$ cat config.mk
export PLATFORM = sky130hd
export DESIGN_NAME = issue_queue
export DESIGN_NICKNAME = d
export VERILOG_FILES = /design/src/rtl/issue_queue_pkg.sv /design/src/rtl/issue_slot.sv /design/src/rtl/issue_queue.sv
export SDC_FILE = /design/constraint.sdc
export NUM_CORES = 1
export LEC_CHECK = 0
export BUFFER_PORTS_ARGS = -buffer_cell sky130_fd_sc_hd__buf_4
export CORE_UTILIZATION = 56
export CTS_CLUSTER_DIAMETER = 80
export DETAILED_ROUTE_END_ITERATION = 8
export GPL_TIMING_DRIVEN = 1
export MAX_ROUTING_LAYER = met4
export PLACE_DENSITY = 0.87
export SLEW_MARGIN = 15
export SYNTH_ARGS = -nofsm -noshare
export SYNTH_HDL_FRONTEND = slang
export SYNTH_SLANG_ARGS = --single-unit
$ cat constraint.sdc
create_clock -name clk -period 4.1 [get_ports clk]
set_clock_uncertainty 0.05 [all_clocks]
set_input_delay 0.82 -clock clk [delete_from_list [all_inputs] [get_ports clk]]
set_output_delay 0.82 -clock clk [all_outputs]
set_load 0.01 [all_outputs]
$ cat src/rtl/issue_queue_pkg.sv
// Shared micro-op field layout and operand wakeup helpers for the 6502 OoO
// issue queues; functional-unit queues reuse these definitions.
package issue_queue_pkg;

    localparam int unsigned UOP_W      = 47;
    localparam int unsigned NUM_SRC    = 4;
    localparam int unsigned TAG_W      = 4;
    localparam int unsigned TAG_LSB    = 13;
    localparam int unsigned TAG_STRIDE = 5;
    localparam int unsigned RDY_LSB    = 9;
    localparam int unsigned NUM_FLAGS  = 30;
    localparam int unsigned TAG_OFFSET = 2;
    localparam int unsigned FLAG_IDX_W = $clog2(NUM_FLAGS);

    typedef logic [UOP_W-1:0]     uop_t;
    typedef logic [NUM_FLAGS-1:0] flags_t;
    typedef logic [TAG_W-1:0]     tag_t;

    // OR each source ready bit with the completion flag its tag points at;
    // tags outside the flag window never wake.
    function automatic uop_t wakeup_merge(input uop_t uop, input flags_t flags);
        uop_t                  merged;
        tag_t                  tag;
        int unsigned           tag_val;
        int unsigned           idx;
        logic [FLAG_IDX_W-1:0] fidx;
        merged = uop;
        for (int unsigned i = 0; i < NUM_SRC; i++) begin
            tag     = uop[TAG_LSB + i*TAG_STRIDE +: TAG_W];
            tag_val = 32'(tag);
            idx     = tag_val - TAG_OFFSET;
            fidx    = FLAG_IDX_W'(idx);
            if ((tag_val >= TAG_OFFSET) && (idx < NUM_FLAGS)) begin
                merged[RDY_LSB + i] = uop[RDY_LSB + i] | flags[fidx];
            end
        end
        return merged;
    endfunction

    function automatic logic all_ready(input uop_t uop);
        return &uop[RDY_LSB +: NUM_SRC];
    endfunction

endpackage

$ cat src/rtl/issue_slot.sv
// One issue-queue entry: valid bit plus micro-op register with sticky wakeup.
// Load priority: clear, dispatch write, shift from the next-younger slot.
module issue_slot
    import issue_queue_pkg::*;
(
    input  logic                 clk,
    input  logic                 rst,
    input  logic                 clear,
    input  logic [NUM_FLAGS-1:0] done_flags,
    input  logic                 write_en,
    input  logic [UOP_W-1:0]     write_data,
    input  logic                 shift_en,
    input  logic                 shift_valid,
    input  logic [UOP_W-1:0]     shift_data,
    output logic                 valid,
    output logic [UOP_W-1:0]     merged,
    output logic                 issuable
);

    logic [UOP_W-1:0] data;

    always_comb begin
        merged   = wakeup_merge(data, done_flags);
        issuable = valid & all_ready(merged);
    end

    // write_data and shift_data arrive already merged with this cycle's flags
    always_ff @(posedge clk) begin
        if (rst || clear) begin
            valid <= 1'b0;
            data  <= '0;
        end else if (write_en) begin
            valid <= 1'b1;
            data  <= write_data;
        end else if (shift_en) begin
            valid <= shift_valid;
            data  <= shift_valid ? shift_data : '0;
        end else if (valid) begin
            data  <= merged;
        end
    end

endmodule

$ cat src/rtl/issue_queue.sv
// Age-ordered collapsing issue queue feeding one functional-unit port.
// Optional same-cycle dispatch bypass: define ISSUE_QUEUE_BYPASS_EN.
module issue_queue
    import issue_queue_pkg::*;
#(
    parameter int unsigned INST_WIDTH = UOP_W,
    parameter int unsigned DEPTH      = 4
) (
    input  logic                         clk,
    input  logic                         rst,
    input  logic                         flush,
    input  logic [NUM_FLAGS-1:0]         done_flags,
    input  logic [INST_WIDTH-1:0]        instr_in,
    input  logic                         in_valid,
    output logic                         in_ready,
    output logic [INST_WIDTH-1:0]        instr_out,
    output logic                         out_valid,
    input  logic                         out_ready,
    output logic [$clog2(DEPTH+1)-1:0]   count
);

    localparam int unsigned CNT_W = $clog2(DEPTH + 1);
    localparam int unsigned SEL_W = $clog2(DEPTH);

    logic [DEPTH-1:0]      slot_valid;
    logic [DEPTH-1:0]      slot_issuable;
    logic [DEPTH-1:0]      write_en;
    logic [DEPTH-1:0]      shift_en;
    logic [DEPTH-1:0]      shin_valid;
    logic [INST_WIDTH-1:0] slot_merged [DEPTH];
    logic [INST_WIDTH-1:0] shin_data   [DEPTH];

    logic [INST_WIDTH-1:0] in_merged;
    logic [SEL_W-1:0]      sel;
    logic                  any_issuable;
    logic                  bypass;
    logic                  in_room;
    logic                  issue_fire;
    logic                  bypass_fire;
    logic                  enq_fire;
    logic [CNT_W-1:0]      wr_idx;
    logic [CNT_W-1:0]      count_nxt;

    assign in_merged = wakeup_merge(instr_in, done_flags);

    // Oldest issuable entry wins; scanning down leaves the lowest index
    always_comb begin
        sel          = '0;
        any_issuable = 1'b0;
        for (int j = DEPTH - 1; j >= 0; j--) begin
            if (slot_issuable[j]) begin
                sel          = SEL_W'(j);
                any_issuable = 1'b1;
            end
        end
    end

`ifdef ISSUE_QUEUE_BYPASS_EN
    assign bypass = in_valid & ~any_issuable & all_ready(in_merged);
`else
    assign bypass = 1'b0;
`endif

    always_comb begin
        in_room     = count < CNT_W'(DEPTH);
        out_valid   = ~flush & (any_issuable | bypass);
        instr_out   = '0;
        if (out_valid) begin
            instr_out = any_issuable ? slot_merged[sel] : in_merged;
        end
        issue_fire  = any_issuable & out_ready & ~flush;
        bypass_fire = bypass & out_ready & ~flush;
        in_ready    = ~flush & (in_room | (out_valid & out_ready));
        enq_fire    = in_valid & in_ready & ~bypass_fire;
        wr_idx      = issue_fire ? (count - CNT_W'(1)) : count;
        count_nxt   = count + CNT_W'(enq_fire) - CNT_W'(issue_fire);
    end

    // Issued slot and everything younger move down one position
    always_comb begin
        write_en = '0;
        shift_en = '0;
        for (int j = 0; j < DEPTH; j++) begin
            write_en[j] = enq_fire & (wr_idx == CNT_W'(j));
            shift_en[j] = issue_fire & (SEL_W'(j) >= sel);
        end
    end

    for (genvar g = 0; g < DEPTH; g++) begin : g_slot
        if (g == DEPTH - 1) begin : g_tail
            assign shin_valid[g] = 1'b0;
            assign shin_data[g]  = '0;
        end else begin : g_body
            assign shin_valid[g] = slot_valid[g+1];
            assign shin_data[g]  = slot_merged[g+1];
        end

        issue_slot u_slot (
            .clk         (clk),
            .rst         (rst),
            .clear       (flush),
            .done_flags  (done_flags),
            .write_en    (write_en[g]),
            .write_data  (in_merged),
            .shift_en    (shift_en[g]),
            .shift_valid (shin_valid[g]),
            .shift_data  (shin_data[g]),
            .valid       (slot_valid[g]),
            .merged      (slot_merged[g]),
            .issuable    (slot_issuable[g])
        );
    end

    always_ff @(posedge clk) begin
        if (rst || flush) begin
            count <= '0;
        end else begin
            count <= count_nxt;
        end
    end

endmodule

==> results of run 1 <==
-- cell usage after synthesis, types with 8 or more instances --
master	count	area, µm²
a21oi_1	58	290
a211oi_1	87	653
or3b_1	9	78.8
inv_1	111	417
nand3_1	50	250
nand2b_1	35	219
a32oi_1	12	105
mux4_2	58	1310
nor4_1	94	588
dfxtp_1	195	3900
o311ai_0	42	368
o31ai_1	11	82.6
nand4_1	40	250
nor3_1	8	40.0
o221ai_1	42	368
buf_6	14	158
nor2_1	84	315
a22oi_1	9	67.6
o21ai_0	9	45.0
a2111oi_0	43	377
nand2_1	161	604
a31oi_1	23	144
mux2_2	13	146
a311oi_1	56	490
buf_2	57	285
nor2b_1	48	300
ha_1	63	788
buf_4	17	128
clkbuf_1	144	541
mux2i_1	139	1390
-- metrics by stage --
stage	hold WS (ps)	TNS, ps
CTS	441	-30610
floorplan	401	-9060
global placement	410	-83030
detailed placement	416	-97120
-- layer usage --
layer  GRT overflow  GRT usage [%]
met5              -              -
met4             96           85.0
met3              6           73.5
met2            140           96.8
met1              9           86.1
-- kinds of logic after synthesis --
family                     after synthesis  share of synthesized area [%]
buffers and inverters                  348                           10.0
AOI/OAI and AO/OA                      443                           22.4
and+or+nand+nor                        551                           18.2
DFF                                    195                           25.3
adders and majority gates               64                           5.23
muxes                                  212                           18.6
xor gates and xnor gates                 4                          0.275
-- what timing repair did --
item / CTS
setup buffers: 76
gates resized for setup: 287
pin swaps: 76
setup endpoints to repair: 241
gates cloned: 23
endpoints found under the hold margin: 0
==> results by group, run 1 <==
Floorplan
  – Floorplan die width: 168 µm
  – Placement Rows: 60
  – Starting Density: 57.2%
  – Boundary Pins: 134
  – Die Y: 168 µm

Synthesis
  – Register bit total from synthesis: 195
  – Mapped cell area: 15500 µm²
  – Seq/Total Area, Yosys: 25.3%
  – YS warnings: 0
  – Ys async rst share: 0%
  – Synth Instances: 1817
  – Syn_nets: 1963
  – Unique cell type count in the Yosys netlist: 78
  – EDFF count, synth: 0
  – Average size of a mapped cell: 8.51 µm²
  – Main flop type after synthesis: dfxtp_1

Global route
  – Maximum number of pins on one net before global-route repair: 92
  – Grt ovf: 251
  – GRT Total Usage: 86.3%

Place
  – Port bufs: 121
  – Dpl hpwl: 38.5 mm
  – Placed Area: 18600 µm²
  – Dpl cells: 2317
  – Routability cong.: 0.981
  – DP Worst Slack: -653 ps

Clocking
  – CTS Hold Bufs: 0
  – CTS Buf Count: 17
  – Clock Path Buffers: 2
  – Htree depth: 4
  – Clock sink count: 195
  – CTS root buf: clkbuf_16

Run status
  – Status: aborted with a tool error
  – Failed at: global routing (5_1_grt)
  – First error: [ERROR GRT-0232] Routing congestion too high. Check the congestion heatmap in the GUI.
==> inputs of run 2 (changes only) <==
Settings changed: CORE_UTILIZATION 56 to 40, CTS_CLUSTER_DIAMETER 80 to not set, MAX_ROUTING_LAYER met4 to not set, PLACE_DENSITY 0.87 to not set, PLACE_DENSITY_LB_ADDON set to 0.15.
Clock period 4.1 ns to 5.33 ns, I/O delays scaled along.
==> results by group, run 2 <==
Route
  – Initial DRC count: 1645
  – Remaining antenna violation count after routing: 0
  – Vias: 16500
  – Vias per std cell: 6.62
  – TritonRoute pass-1 iters: 5
  – Routed wire length: 64.0 mm
  – # DRC: 0
  – Routed len/inst: 25.6 µm

Power
  – Pwr dens: 172 nW/µm²
  – Total leakage power: 6.91 nW
  – Total Power: 3.53 mW
  – Seq pwr share: 42.0%
  – Max VDD drop: 0.240 mV
  – Clock Power Share: 41.0%
  – Logic pwr share: 17.0%
  – Sw Share: 29.3%
  – Net Switching: 1.03 mW
  – Internal: 2.50 mW

Synthesis
  – Dominant cell type by area after synthesis: dfxtp_1
  – Post-synthesis compound-gate area fraction: 22.4%
  – Synth Area in Simple Gates: 18.2%
  – Xor/xnor share of the synthesized area: 0.275%
  – Largest family of logic cells by synthesized area: compound AO/OA/AOI/OAI gates
  – Register bit total from synthesis: 195
  – Synth Instances: 1817
  – Mux share of post-synthesis cell area: 18.6%
  – Syn_nets: 1963
  – Top post-synthesis cells by count: 195 x dfxtp_1, 161 x nand2_1, 144 x clkbuf_1
  – EDFF count, synth: 0
  – Unique cell type count in the Yosys netlist: 78
  – Post-Synth Adder-Cell Area: 5.23%
  – Main flop type after synthesis: dfxtp_1
  – Most numerous cell in the Yosys netlist: dfxtp_1
  – YS warnings: 0
  – Average size of a mapped cell: 8.51 µm²
  – Synth top area share: 25.3%
  – Ys async rst share: 0%
  – Seq/Total Area, Yosys: 25.3%
  – Mapped cell area: 15500 µm²
  – Area contributors post-synth: dfxtp_1 25%, mux2i_1 9.0%, mux4_2 8.5%

Critical path
  – R2r setup slk: 190 ps
  – Worst setup EP type: output port
  – Critical path fanouts, max: 8
  – Worst EP required: 4210 ps
  – R2R depth: 22
  – WP data arrival: 4310 ps
  – Critical R2R Capture: g_slot[1].u_slot.data[30]
  – WS Path Type: in -> out
  – Crit start category: primary input
  – Reg-to-Reg Start: g_slot[0].u_slot.data[20]

Timing
  – Final setup fails: 32
  – Least-Margin Pin Slew: 1180 ps
  – Slew headroom: 21.2%
  – Post-route setup slack: -95.9 ps
  – Tmin final: 5430 ps
  – Fmax: 0.184 GHz
  – Final hold viol count: 0
  – RSZ-0062 raised after global routing: true
  – Post-route clock period utilization: 102%
  – Slew Limit Fails: 0

Clocking
  – CTS Hold Bufs: 0
  – Htree depth: 4
  – Clock transition at path regs: 70 ps
  – CTS root buf: clkbuf_16
  – Clock Path Buffers: 2
  – Clk Latency, worst-skew pair: 470 ps
  – CTS Buf Count: 17
  – CTS tree: done
  – Clock sink count: 195

Floorplan
  – Placement Rows: 71
  – Starting Density: 40.8%
  – Die area: 39400 µm²
  – Boundary Pins: 134
  – Core ar.: 37800 µm²
  – Die Y: 199 µm
  – Floorplan die width: 199 µm

Place
  – Dpl hpwl: 38.3 mm
  – Dpl cells: 2384
  – Port bufs: 121
  – Routability cong.: 0.890

Final layout
  – Share of layout cells above drive strength 1: 32.9%
  – Footprint of the multi-input gates: 11100 µm²
  – FF+latch area: 3920 µm²
  – Largest regs: g_slot.u_slot.data: 188 flops, g_slot.u_slot.valid: 4 flops, count: 3 flops
  – Largest register FFs: 188
  – Most frequent cells in the layout: 276 x buf_4, 184 x dfxtp_1, 161 x nand2_1, 127 x mux2i_1, 109 x inv_1
  – Final #Nets: 2117
  – Top reg by flops: g_slot.u_slot.data
  – Commonest non-fill, non-tap cell in the layout: buf_4
  – Antenna cells: 0
  – Area grow syn2layout: 32.7%
  – Filler Cell Count: 3477
  – Non-filler cells, final: 2495

Global route
  – Maximum number of pins on one net before global-route repair: 93
  – First-pass GRT wire length: 94.3 mm
  – Grt ovf: 0
  – GRT Total Usage: 31.2%
  – Initial antenna violation count: 0
  – Vias in the first global route: 15700

Run status
  – Status: finished, violations left
  – Failing checks: negative setup slack

Job
  – Maxcap violations: 0

Hold path
  – Hold path startpoint: g_slot[3].u_slot.data[32]
  – Hold depth: 2
  – Hold worst-path end: g_slot[3].u_slot.data[32]
  – Hold Path Class: reg -> reg
==> run 2: cell counts after synthesis <==
Identical to the previous run, type by type.
==> run 2: timing repair <==
action,in CTS,in global routing
setup endpoints to repair,49,43
gates cloned,6,12
pin swaps,33,56
resized for setup,130,172
setup buffers,35,30
==> run 2: worst max-delay path, cell delays in order <==
cell and delay, ps:
buf_6 110, buf_8 130, buf_4 160, mux2_2 260, or3_1 330, a41oi_2 190
buf_4 150, a222oi_1 140, and2_4 220, a211oi_4 290, buf_6 170, buf_12 110
buf_16 140, buf_16 140, mux2i_1 70, a2111oi_0 410, buf_4 200
==> run 2: how the worst max path moves through the flow <==
stage	depth (start not counted)	slack, ps	end	start
detailed placement	15	-500	instr_out[31]	done_flags[13]
floorplan	11	130	instr_out[14]	done_flags[1]
CTS	16	-30	instr_out[35]	done_flags[0]
finish	17	-100	instr_out[37]	done_flags[4]
global route	18	-150	instr_out[36]	g_slot[0].u_slot.data[30]
global placement	15	-450	instr_out[30]	done_flags[15]
==> run 2: power groups by stage <==
stage / sequential (mW) / combinational, mW / clock, mW
after floorplan: 1.51 / 0.291 / 0
after global placement: 1.52 / 0.493 / 0
after detailed placement: 1.52 / 0.497 / 0
after CTS: 1.48 / 0.530 / 1.46
after global routing: 1.49 / 0.625 / 1.52
final: 1.48 / 0.600 / 1.45
==> run 2: area by class of cell <==
cell class	count	share of cell area (%)
inverters	112	2.06
clock buffers	17	2.07
multi-input cells	1274	54.1
repair buffers	371	18.6
clock inverters	15	1.01
well taps	511	3.12
flip-flops and latches	195	19.1
==> run 2: metal layers <==
layer  GRT usage, %  vias to the layer above  wire length (µm)
met3           4.56                      117              5720
met1           42.8                     8206             27200
met4           12.6                        0              1940
met5              0                        -                 0
met2           48.9                      925             29100
li1               -                     7260                 -
==> run 2: kinds of logic after synthesis <==
kind of cell | count (synthesis)
XOR/XNOR | 4
AO/OA/AOI/OAI | 443
flip-flops | 195
buffers and inverters | 348
AND/OR/NAND/NOR | 551
adder cells (fa/ha/maj) | 64
multiplexers | 212
==> run 2: stage by stage <==
step | instance area [µm²] | util [%] | worst slack (ps) | TNS [ps] | hold WS (ps)
4_1_cts | 19200 | 50.7 | -29.8 | -99.1 | 432
3_5_place_dp | 17600 | 46.5 | -499 | -8880 | 421
2_1_floorplan | 15500 | - | 127 | 0 | 401
3_3_place_gp | 17600 | 46.5 | -445 | -8090 | 414
5_1_grt | 20500 | 54.2 | -146 | -3440 | 449
6_report | 20500 | 54.2 | -95.9 | -1200 | 427
Power figures use the tool's default switching activity.
==> inputs of run 3 (changes only) <==
Settings changed: ABC_AREA set to 1, GPL_ROUTABILITY_DRIVEN set to 0.
==> results by group, run 3 <==
Run status
  – Status: finished clean

Timing
  – Hold_ws: 436 ps
  – Fmax: 0.197 GHz
  – Slew headroom: 43.5%
  – RSZ-0062 raised after global routing: false
  – Least-Margin Pin Slew: 847 ps
  – Setup TNS: 0 ps
  – Slew Limit Fails: 0
  – Final setup fails: 0
  – Post-route setup slack: 245 ps
  – Final hold viol count: 0
  – Tmin final: 5090 ps
  – Post-route clock period utilization: 95.4%

Power
  – Total Power: 3.29 mW
  – Max VDD drop: 0.204 mV
  – Total leakage power: 7.11 nW
  – Pwr dens: 189 nW/µm²

Critical path
  – Buffer and inverter count on the worst path: 6
  – CP delay by family, top: simple AND/OR/NAND/NOR gates
  – WS Path Type: reg -> out
  – Worst EP required: 4210 ps
  – Worst setup EP type: output port
  – Crit start category: flip-flop
  – CP most frequent cell: nand3_1
  – WP data arrival: 3970 ps
  – Critical path fanouts, max: 52
  – Crit path cell chain: inv_1 > ha_1 > ha_1 > inv_1 > nand3_1 > nand3_1 > nand3_1 > nand2_1 > nand3_1 > nor2_2 > inv_1 > nand2_1 > o21ai_4 > buf_12 > a21oi_1 > o21ai_0 > a21oi_1 > buf_4 > buf_4
  – Slowest CP cell: dfxtp_2
  – Largest stage delay, worst path: 450 ps

Job
  – Maxcap violations: 0

Global route
  – GRT Total Usage: 29.7%
  – First-pass GRT wire length: 91.6 mm
  – Grt ovf: 0
  – Initial antenna violation count: 0
  – Vias in the first global route: 16000
  – Maximum number of pins on one net before global-route repair: 85

Final layout
  – Commonest non-fill, non-tap cell in the layout: nand2_1
  – Non-filler cells, final: 3160
  – Share of layout cells above drive strength 1: 10.8%
  – Final Util: 45.0%
  – Area grow syn2layout: 10.8%
  – Filler Cell Count: 4154
  – Final #Nets: 2775
  – Post-route cell area: 17400 µm²
  – Top reg by flops: g_slot.u_slot.data
  – Most frequent cells in the layout: 675 x nand2_1, 526 x nand3_1, 324 x a21oi_1, 186 x dfxtp_1, 180 x inv_1
  – Largest regs: g_slot.u_slot.data: 188 flops, g_slot.u_slot.valid: 4 flops, count: 3 flops
  – Antenna cells: 0
  – Largest register FFs: 188

Clocking
  – Clk Latency, worst-skew pair: 470 ps
  – CTS tree: done
  – Clock transition at path regs: 80 ps
  – CTS root buf: clkbuf_16
  – Clock Path Buffers: 2
  – CTS Buf Count: 17
  – Clock sink count: 195
  – Htree depth: 4

Place
  – Port bufs: 121
  – Placed Area: 16800 µm²
  – Dpl cells: 3127
  – Dpl hpwl: 38.4 mm
  – DP Worst Slack: 256 ps

Route
  – Initial DRC count: 1712
  – Routed wire length: 59.4 mm
  – # DRC: 0
  – Vias: 17800
  – Remaining antenna violation count after routing: 0
  – Routed len/inst: 18.8 µm
  – TritonRoute pass-1 iters: 5
  – Vias per std cell: 5.65

Synthesis
  – YS warnings: 0
  – Ys async rst share: 0%
  – Dominant cell type by area after synthesis: dfxtp_1
  – Top post-synthesis cells by count: 676 x nand2_1, 527 x nand3_1, 324 x a21oi_1
  – Main flop type after synthesis: dfxtp_1
  – Synth top area share: 24.9%
  – Seq/Total Area, Yosys: 24.9%
  – Synth Instances: 2638
  – Unique cell type count in the Yosys netlist: 40
  – EDFF count, synth: 0
  – Average size of a mapped cell: 5.95 µm²
  – Most numerous cell in the Yosys netlist: nand2_1
  – Register bit total from synthesis: 195
  – Mapped cell area: 15700 µm²
  – Area contributors post-synth: dfxtp_1 25%, nand3_1 17%, nand2_1 16%
  – Syn_nets: 2784

Floorplan
  – Placement Rows: 72
  – Boundary Pins: 134
  – Die Y: 200 µm
  – Floorplan die width: 200 µm
  – Starting Density: 40.6%
  – Core ar.: 38600 µm²
  – Die area: 40000 µm²

Hold path
  – Hold Path Class: reg -> reg
-- run 3: cell types whose count changed after synthesis, moves of 56 or more --
cell	before	now
a311oi_1	56	0
mux2i_1	139	0
nand2_1	161	676
a211oi_1	87	1
inv_1	111	181
clkbuf_1	144	69
o21ai_0	9	161
mux4_2	58	0
nand3_1	50	527
nor4_1	94	0
a21oi_1	58	324
-- run 3: worst register-to-register path: stages (launching register included) --
cell	delay (ps)
dfxtp_1	530
inv_1	190
ha_1	240
ha_1	310
inv_1	80
nand3_1	70
nand2_1	60
nand2_1	40
nand3_1	140
nand2_1	90
nand3_1	170
nor2_2	80
buf_4	150
nor2_2	120
nand2_4	100
nand3_2	150
buf_4	340
nand2_2	110
nand2_4	110
nor2_8	70
nand2_4	70
buf_4	580
nand2_1	230
o21ai_1	110
a21oi_1	80
-- run 3: cell families after synthesis --
logic type / after synthesis / synth area share [%]
simple gates: 1388 / 38.9
compound gates: 569 / 18.8
buf+inv: 420 / 12.2
flops: 195 / 24.9
fa+ha+maj: 64 / 5.15
xor+xnor: 2 / 0.112
-- run 3: repair_timing --
action | 4_1_cts | 5_1_grt
hold buffers | 0 | 0
resized for setup | 0 | 11
endpoints found under the setup margin | 0 | 37
buffers inserted | 0 | 0
-- run 3: final timing paths --
path                               endpoint  depth (start not counted)                       from  slack (ps)
setup / recovery              instr_out[19]                         19  g_slot[1].u_slot.data[14]         240
setup reg to reg  g_slot[2].u_slot.data[35]                         24  g_slot[0].u_slot.data[29]         910
hold reg to reg   g_slot[0].u_slot.data[21]                          2  g_slot[0].u_slot.data[21]         440
hold / removal    g_slot[0].u_slot.data[21]                          2  g_slot[0].u_slot.data[21]         440
-- run 3: routing by layer --
metal	up-vias	GRT usage, %	routed length, µm
met5	-	0	0
met4	0	13.4	2150
met3	109	3.85	4240
met2	699	48.4	26900
met1	8291	39.1	26100
li1	8743	-	-
-- run 3: cell type report --
type	count	area, µm²	area share (%)
clock buffers	19	453	2.61
clock inverters	13	140	0.806
inverters	206	779	4.48
flip-flops and latches	195	3920	22.5
repair buffers	186	1540	8.84
well taps	518	648	3.73
multi-input cells	2023	9910	57.0
-- run 3: power breakdown --
| part | switching (mW) | total, mW | internal, mW |
|---|---|---|---|
| clock network | 0.662 | 1.35 | 0.687 |
| registers | 0.0146 | 1.49 | 1.47 |
| logic | 0.312 | 0.460 | 0.149 |
| total | 0.988 | 3.29 | 2.31 |
